File: config.mk
export PLATFORM = sky130hd
export DESIGN_NAME = fp_normalize_round
export DESIGN_NICKNAME = d
export VERILOG_FILES = /design/src/rtl/fp_normalize_round.sv
export SDC_FILE = /design/constraint.sdc
export NUM_CORES = 1
export LEC_CHECK = 0
export BUFFER_PORTS_ARGS = -buffer_cell sky130_fd_sc_hd__buf_2
export CAP_MARGIN = 20
export CORE_AREA = 2 2 118 120
export DETAILED_ROUTE_END_ITERATION = 6
export DIE_AREA = 0 0 120 122
export PLACE_DENSITY = 0.68
export SETUP_SLACK_MARGIN = 0.5
export SYNTH_ARGS = -nofsm -noshare
export SYNTH_HDL_FRONTEND = slang
export SYNTH_SLANG_ARGS = --single-unit
File: constraint.sdc
create_clock -name clk -period 3 [get_ports clk]
set_input_delay 0.3 -clock clk [delete_from_list [all_inputs] [get_ports clk]]
set_output_delay 0.3 -clock clk [all_outputs]
set_load 0.005 [all_outputs]
File: src/rtl/fp_normalize_round.sv
// rtl/fp_normalize_round.sv - sequential post-add normalizer and RNE rounder for packed IEEE-754 results
// Optional build macro FP_NORM_LZC_EN: single-cycle leading-zero-count normalization instead of bit-serial shifting.
module fp_normalize_round #(
   parameter int EXP_W  = 8,
   parameter int FRAC_W = 23
) (
   input  logic                    clk,
   input  logic                    rst,
   input  logic                    in_valid,
   output logic                    in_ready,
   input  logic                    in_sign,
   input  logic [EXP_W-1:0]        in_exp,
   input  logic [FRAC_W+1:0]       in_mant,
   input  logic [2:0]              in_grs,
   output logic                    out_valid,
   input  logic                    out_ready,
   output logic [EXP_W+FRAC_W:0]   out_result,
   output logic                    out_overflow,
   output logic                    out_underflow,
   output logic                    out_inexact
);
   localparam int XW   = EXP_W + 2;
   localparam int EMAX = (1 << EXP_W) - 1;
   localparam int VW   = FRAC_W + 3;

   typedef enum logic [1:0] {S_IDLE, S_SHIFT, S_ROUND, S_DONE} state_t;
   state_t state;

   logic              sign_r;
   logic [XW-1:0]     exp_r;
   logic [FRAC_W:0]   mant_r;
   logic              g_r, r_r, s_r;

   assign in_ready = (state == S_IDLE);

   // Normalization step: the carry bit is resolved at accept, so mant_r holds hidden + fraction only.
   logic [FRAC_W:0]   sh_mant;
   logic [XW-1:0]     sh_exp;
   logic              sh_g, sh_r, sh_done;
`ifdef FP_NORM_LZC_EN
   logic [VW-1:0]     vec, shv;
   logic [XW-1:0]     lzc, lim, shamt;
   logic              found;
   always_comb begin
      vec   = {mant_r, g_r, r_r};
      lzc   = XW'(VW);
      found = 1'b0;
      for (int i = VW - 1; i >= 0; i--) begin
         if (vec[i] && !found) begin
            lzc   = XW'(VW - 1 - i);
            found = 1'b1;
         end
      end
      lim     = exp_r - XW'(1);
      shamt   = (lzc < lim) ? lzc : lim;
      shv     = vec << shamt;
      sh_mant = shv[VW-1:2];
      sh_g    = shv[1];
      sh_r    = shv[0];
      sh_exp  = exp_r - shamt;
      sh_done = 1'b1;
   end
`else
   always_comb begin
      sh_mant = {mant_r[FRAC_W-1:0], g_r};
      sh_g    = r_r;
      sh_r    = 1'b0;
      sh_exp  = exp_r - XW'(1);
      sh_done = mant_r[FRAC_W-1] || (sh_exp == XW'(1));
   end
`endif

   logic              inc;
   logic [FRAC_W+1:0] sum;
   logic [FRAC_W:0]   rmant;
   logic [XW-1:0]     rexp;
   logic [EXP_W-1:0]  rexp_field;
   logic [FRAC_W-1:0] rfrac;
   logic              rovf, runf, rinx;
   always_comb begin
      inc   = g_r & (r_r | s_r | mant_r[0]);
      sum   = {1'b0, mant_r} + {{(FRAC_W+1){1'b0}}, inc};
      rmant = sum[FRAC_W:0];
      rexp  = exp_r;
      if (sum[FRAC_W+1]) begin
         rmant = {1'b1, {FRAC_W{1'b0}}};
         rexp  = exp_r + XW'(1);
      end
      // A subnormal that rounds up into the hidden bit becomes the smallest normal.
      if (rmant[FRAC_W] && (rexp == '0))
         rexp = XW'(1);
      rovf       = 1'b0;
      runf       = 1'b0;
      rinx       = g_r | r_r | s_r;
      rexp_field = rexp[EXP_W-1:0];
      rfrac      = rmant[FRAC_W-1:0];
      if (rexp >= XW'(EMAX)) begin
         rovf       = 1'b1;
         rexp_field = '1;
         rfrac      = '0;
      end else if (!rmant[FRAC_W]) begin
         rexp_field = '0;
         runf       = |rmant;
      end
   end

   always_ff @(posedge clk) begin
      if (rst) begin
         state         <= S_IDLE;
         out_valid     <= 1'b0;
         out_result    <= '0;
         out_overflow  <= 1'b0;
         out_underflow <= 1'b0;
         out_inexact   <= 1'b0;
         sign_r        <= 1'b0;
         exp_r         <= '0;
         mant_r        <= '0;
         g_r           <= 1'b0;
         r_r           <= 1'b0;
         s_r           <= 1'b0;
      end else begin
         case (state)
            S_IDLE: if (in_valid) begin
               sign_r <= in_sign;
               exp_r  <= {2'b00, in_exp};
               mant_r <= in_mant[FRAC_W:0];
               g_r    <= in_grs[2];
               r_r    <= in_grs[1];
               s_r    <= in_grs[0];
               if (in_exp == '1) begin
                  out_result    <= {in_sign, {EXP_W{1'b1}}, {FRAC_W{1'b0}}};
                  out_overflow  <= 1'b1;
                  out_underflow <= 1'b0;
                  out_inexact   <= 1'b0;
                  out_valid     <= 1'b1;
                  state         <= S_DONE;
               end else if ((in_mant == '0) && (in_grs == 3'b000)) begin
                  out_result    <= {in_sign, {(EXP_W+FRAC_W){1'b0}}};
                  out_overflow  <= 1'b0;
                  out_underflow <= 1'b0;
                  out_inexact   <= 1'b0;
                  out_valid     <= 1'b1;
                  state         <= S_DONE;
               end else if (in_mant[FRAC_W+1]) begin
                  mant_r <= in_mant[FRAC_W+1:1];
                  exp_r  <= {2'b00, in_exp} + XW'(1);
                  g_r    <= in_mant[0];
                  r_r    <= in_grs[2];
                  s_r    <= in_grs[1] | in_grs[0];
                  state  <= S_ROUND;
               end else if (in_mant[FRAC_W] || (in_exp <= EXP_W'(1))) begin
                  // exp 1 cannot shift further, so it rounds directly like exp 0.
                  state <= S_ROUND;
               end else begin
                  state <= S_SHIFT;
               end
            end
            S_SHIFT: begin
               mant_r <= sh_mant;
               exp_r  <= sh_exp;
               g_r    <= sh_g;
               r_r    <= sh_r;
               if (sh_done)
                  state <= S_ROUND;
            end
            S_ROUND: begin
               out_result    <= {sign_r, rexp_field, rfrac};
               out_overflow  <= rovf;
               out_underflow <= runf;
               out_inexact   <= rinx;
               out_valid     <= 1'b1;
               state         <= S_DONE;
            end
            S_DONE: if (out_ready) begin
               out_valid <= 1'b0;
               state     <= S_IDLE;
            end
            default: state <= S_IDLE;
         endcase
      end
   end
endmodule

==> flow_summary_export.csv <==
group,metric,value,unit
die,core_area,0.0135,mm²
worst_setup_path,critical_path_class,"reg -> reg",
route,num_vias,5205,
clocking,clk_path_buf_depth,2,
synthesis,yosys_register_bits,76,
place,placedCellCount,925,
route,wire_per_inst,15.7,µm
route,viasPerCell,5.51,
grt,grt_pass1_wl,23700,µm
synthesis,netlist_area,0.00528,mm²
grt,grt_max_degree,60,
power_and_ir_drop,ir_drop,0.313,mV
worst_setup_path,r2r_cells,11,
place,dpl.hpwl,11200,µm
clocking,h-tree-depth,3,
synthesis,synthArstFlopShare,0,%
worst_setup_path,critical_path.endpoint_type,"register",
clocking,numCtsBuffers,9,
clocking,path_clk_slew,0.06,ns
finish,drive_gt1_share,24.8,%
sta,finalSetupViolations,0,
clocking,insertion_delay,0.34,ns
synthesis,ys_types,65,
synthesis,seq_area_frac_synth,28.8,%
route,postRouteAntennaNets,0,
sta,fin_crit,2.42,ns
sta,worstMarginPinSlew,0.660,ns
grt,grt.overflow.total,0,
sta,clock_skew,0.00893,ns
power_and_ir_drop,p_leak,0.00236,µW
run,maxCapViolCount,0,
sta,hold_viol_final,0,
finish,nNetsFinal,812,
sta,finalCritPeriodShare,80.7,%
synthesis,ys.flop_type,"dfxtp_1",
die,fp.dieArea,0.0146,mm²
finish,diodes,0,
clocking,cts_sinks,76,
worst_setup_path,path_cells,"and2_4 -> ha_4 -> and3_4 -> nand4_1 -> buf_6 -> o311ai_2 -> a22oi_2 -> nand4b_2 -> nand4b_1 -> buf_6 -> o31ai_1",
die,die_y,122,µm
grt,grt_pass1_vias,4733,
worst_setup_path,crit_buf_inv,2,
worst_setup_path,timing.rr.start,"mant_r[0]",
sta,max_freq,0.413,GHz
grt,grt_antenna_before_repair,0,
power_and_ir_drop,power,5170,µW
die,num_rows,43,
grt,globalRouteTotalUtil,20.1,%
clocking,cts_root_buffer,"clkbuf_16",
synthesis,yosysTopAreaCell,"dfxtp_1",
synthesis,synth_top_cells_by_area,"dfxtp_1, nand2_1, mux2i_1",
route,finalWirelength,14800,µm
worst_setup_path,endpoint,"out_result[3]",
worst_setup_path,slowest_delay,0.36,ns
route,drt_pass1_iterations,5,
synthesis,yosysMostFrequentCell,"nand2_1",
sta,maxSlewHeadroom,56.0,%
synthesis,ys_warn_count,0,
worst_setup_path,cp.depth,11,
finish,syn_to_final_growth,20.4,%
worst_setup_path,path_max_fanout,20,
sta,setup_tns,0,ns
worst_setup_path,crit_start,"mant_r[0]",
synthesis,yosys-top-cells-count,"nand2_1, dfxtp_1, a21oi_1, nor2_1, o21ai_0",
place,gp_congestion,0.897,
worst_setup_path,worst_path_most_repeated_cell,"buf_6",
finish,instances_no_fill,945,
synthesis,synth-edff-count,0,
synthesis,synth_nets,756,
sta,fin_ws,0.580,ns
worst_setup_path,r2r-end,"out_result[3]",
synthesis,netlist_instances,704,
status,status,"complete, no violations",
route,drc_errors,0,
synthesis,synth.avg_cell_area,7.49,µm²
worst_setup_path,r2r_setup_slack,0.58,ns
place,portBuffers,77,
worst_setup_path,arrival,2.67,ns
clocking,cts_hold_buffers,0,
synthesis,synth_top_cell_area_share,28.8,%
route,first_iter_violations,453,
sta,rsz0062_at_grt,"yes",
worst_setup_path,critPathLaunchType,"register",
worst_setup_path,crit_family,"simple AND/OR/NAND/NOR gates",
die,ios,78,
die,die_w,120,µm
hold_path,min_path_type,"in -> reg",
worst_setup_path,worstPathRequired,3.25,ns
power_and_ir_drop,powerDensity,813,mW/mm²
place,pre_cts_ws,0.348,ns
clocking,cts_tree,"built",
sta,slew_violations,0,
worst_setup_path,crit_slowest_cell,"dfxtp_2",
die,floorplan.initialDensity,39.1,%
==> worst min-delay path, delay by kind of cell <==
kind	cells	cell delay, ns
AOI/OAI and AO/OA	1	0.05
and+or+nand+nor	1	0.06
buffers and inverters	1	0.10
==> cell type report <==
type | count | area [µm²]
fill | 1363 | 7150
multi-input combinational | 554 | 3530
clock inverter | 7 | 163
tap | 180 | 225
clock buffer | 9 | 225
timing repair buffer | 107 | 618
inverter | 12 | 45.0
sequential | 76 | 1540
==> timing repair <==
action,4_1_cts,5_1_grt
setup buffers,1,3
pin swaps,0,2
endpoints found under the setup margin,31,35
resized for setup,14,28
==> power breakdown <==
part	leakage (µW)	switching [µW]	internal [µW]
sequential	0.000625	405	1240
combinational	0.00155	1230	890
clock	0.000186	424	979
total	0.00236	2060	3110
==> worst min-delay path by stage <==
stage	slack (ns)	startpoint	endpoint	depth (start not counted)
floorplan	0.38	rst	exp_r[0]	1
global placement	0.43	out_result[1]	out_result[1]	2
detailed placement	0.44	out_result[13]	out_result[13]	2
CTS	0.22	in_sign	sign_r	3
global route	0.24	in_sign	sign_r	3
finish	0.22	in_sign	sign_r	3
==> kinds of logic after synthesis <==
group | share of synthesized area (%)
simple gates | 28.8
compound gates | 20.1
mux | 5.71
xor+xnor | 7.47
flops | 28.8
fa+ha+maj | 2.61
buf+inv | 6.47
==> flip-flops by register name (all words and copies together) (netlist names) <==
signal,flops
g_r,1
s_r,1
out_overflow,1
out_valid,1
out_result,32
out_underflow,1
r_r,1
exp_r,10
mant_r,24
out_inexact,1
state,2
sign_r,1
==> cells in the final DEF, fill, tap and decap left out, types with 4 or more instances in the layout <==
| cell type | count |
|---|---|
| buf_4 | 28 |
| and3_1 | 4 |
| xnor2_1 | 32 |
| a31oi_1 | 6 |
| buf_2 | 77 |
| a21oi_1 | 49 |
| nand2_1 | 127 |
| mux2i_1 | 29 |
| nand3_1 | 18 |
| o21ai_1 | 11 |
| xor2_1 | 13 |
| nand4_1 | 27 |
| bufinv_16 | 5 |
| nor2_1 | 42 |
| a2bb2oi_1 | 6 |
| o31ai_1 | 13 |
| dfxtp_2 | 13 |
| or2_2 | 4 |
| a211oi_1 | 7 |
| clkbuf_16 | 9 |
| dfxtp_1 | 62 |
| o21ai_0 | 38 |
| a21oi_2 | 8 |
| and2_1 | 6 |
| nor4_1 | 14 |
| inv_1 | 11 |
| nor3_1 | 15 |
| ha_1 | 7 |
| and4_1 | 7 |
==> metal layers <==
metal | track usage (%) | routed length, µm | vias up | share of wire (%)
met2 | 30.6 | 6430 | 155 | 43
met5 | 0 | 0 | - | 0
met3 | 2.53 | 871 | 16 | 5.9
met1 | 29.0 | 7320 | 2393 | 49
met4 | 7.21 | 227 | 0 | 1.5
li1 | - | - | 2641 | -
==> stage by stage <==
step                      util [%]  area (µm²)  hold slack, ns
after floorplan                  -        5280           0.376
after global placement        42.9        5790           0.432
after detailed placement      42.9        5790           0.436
after CTS                     46.1        6230           0.218
after global routing          47.0        6350           0.242
final                         47.0        6350           0.216
Note: power is estimated with default switching activity, not from simulation.
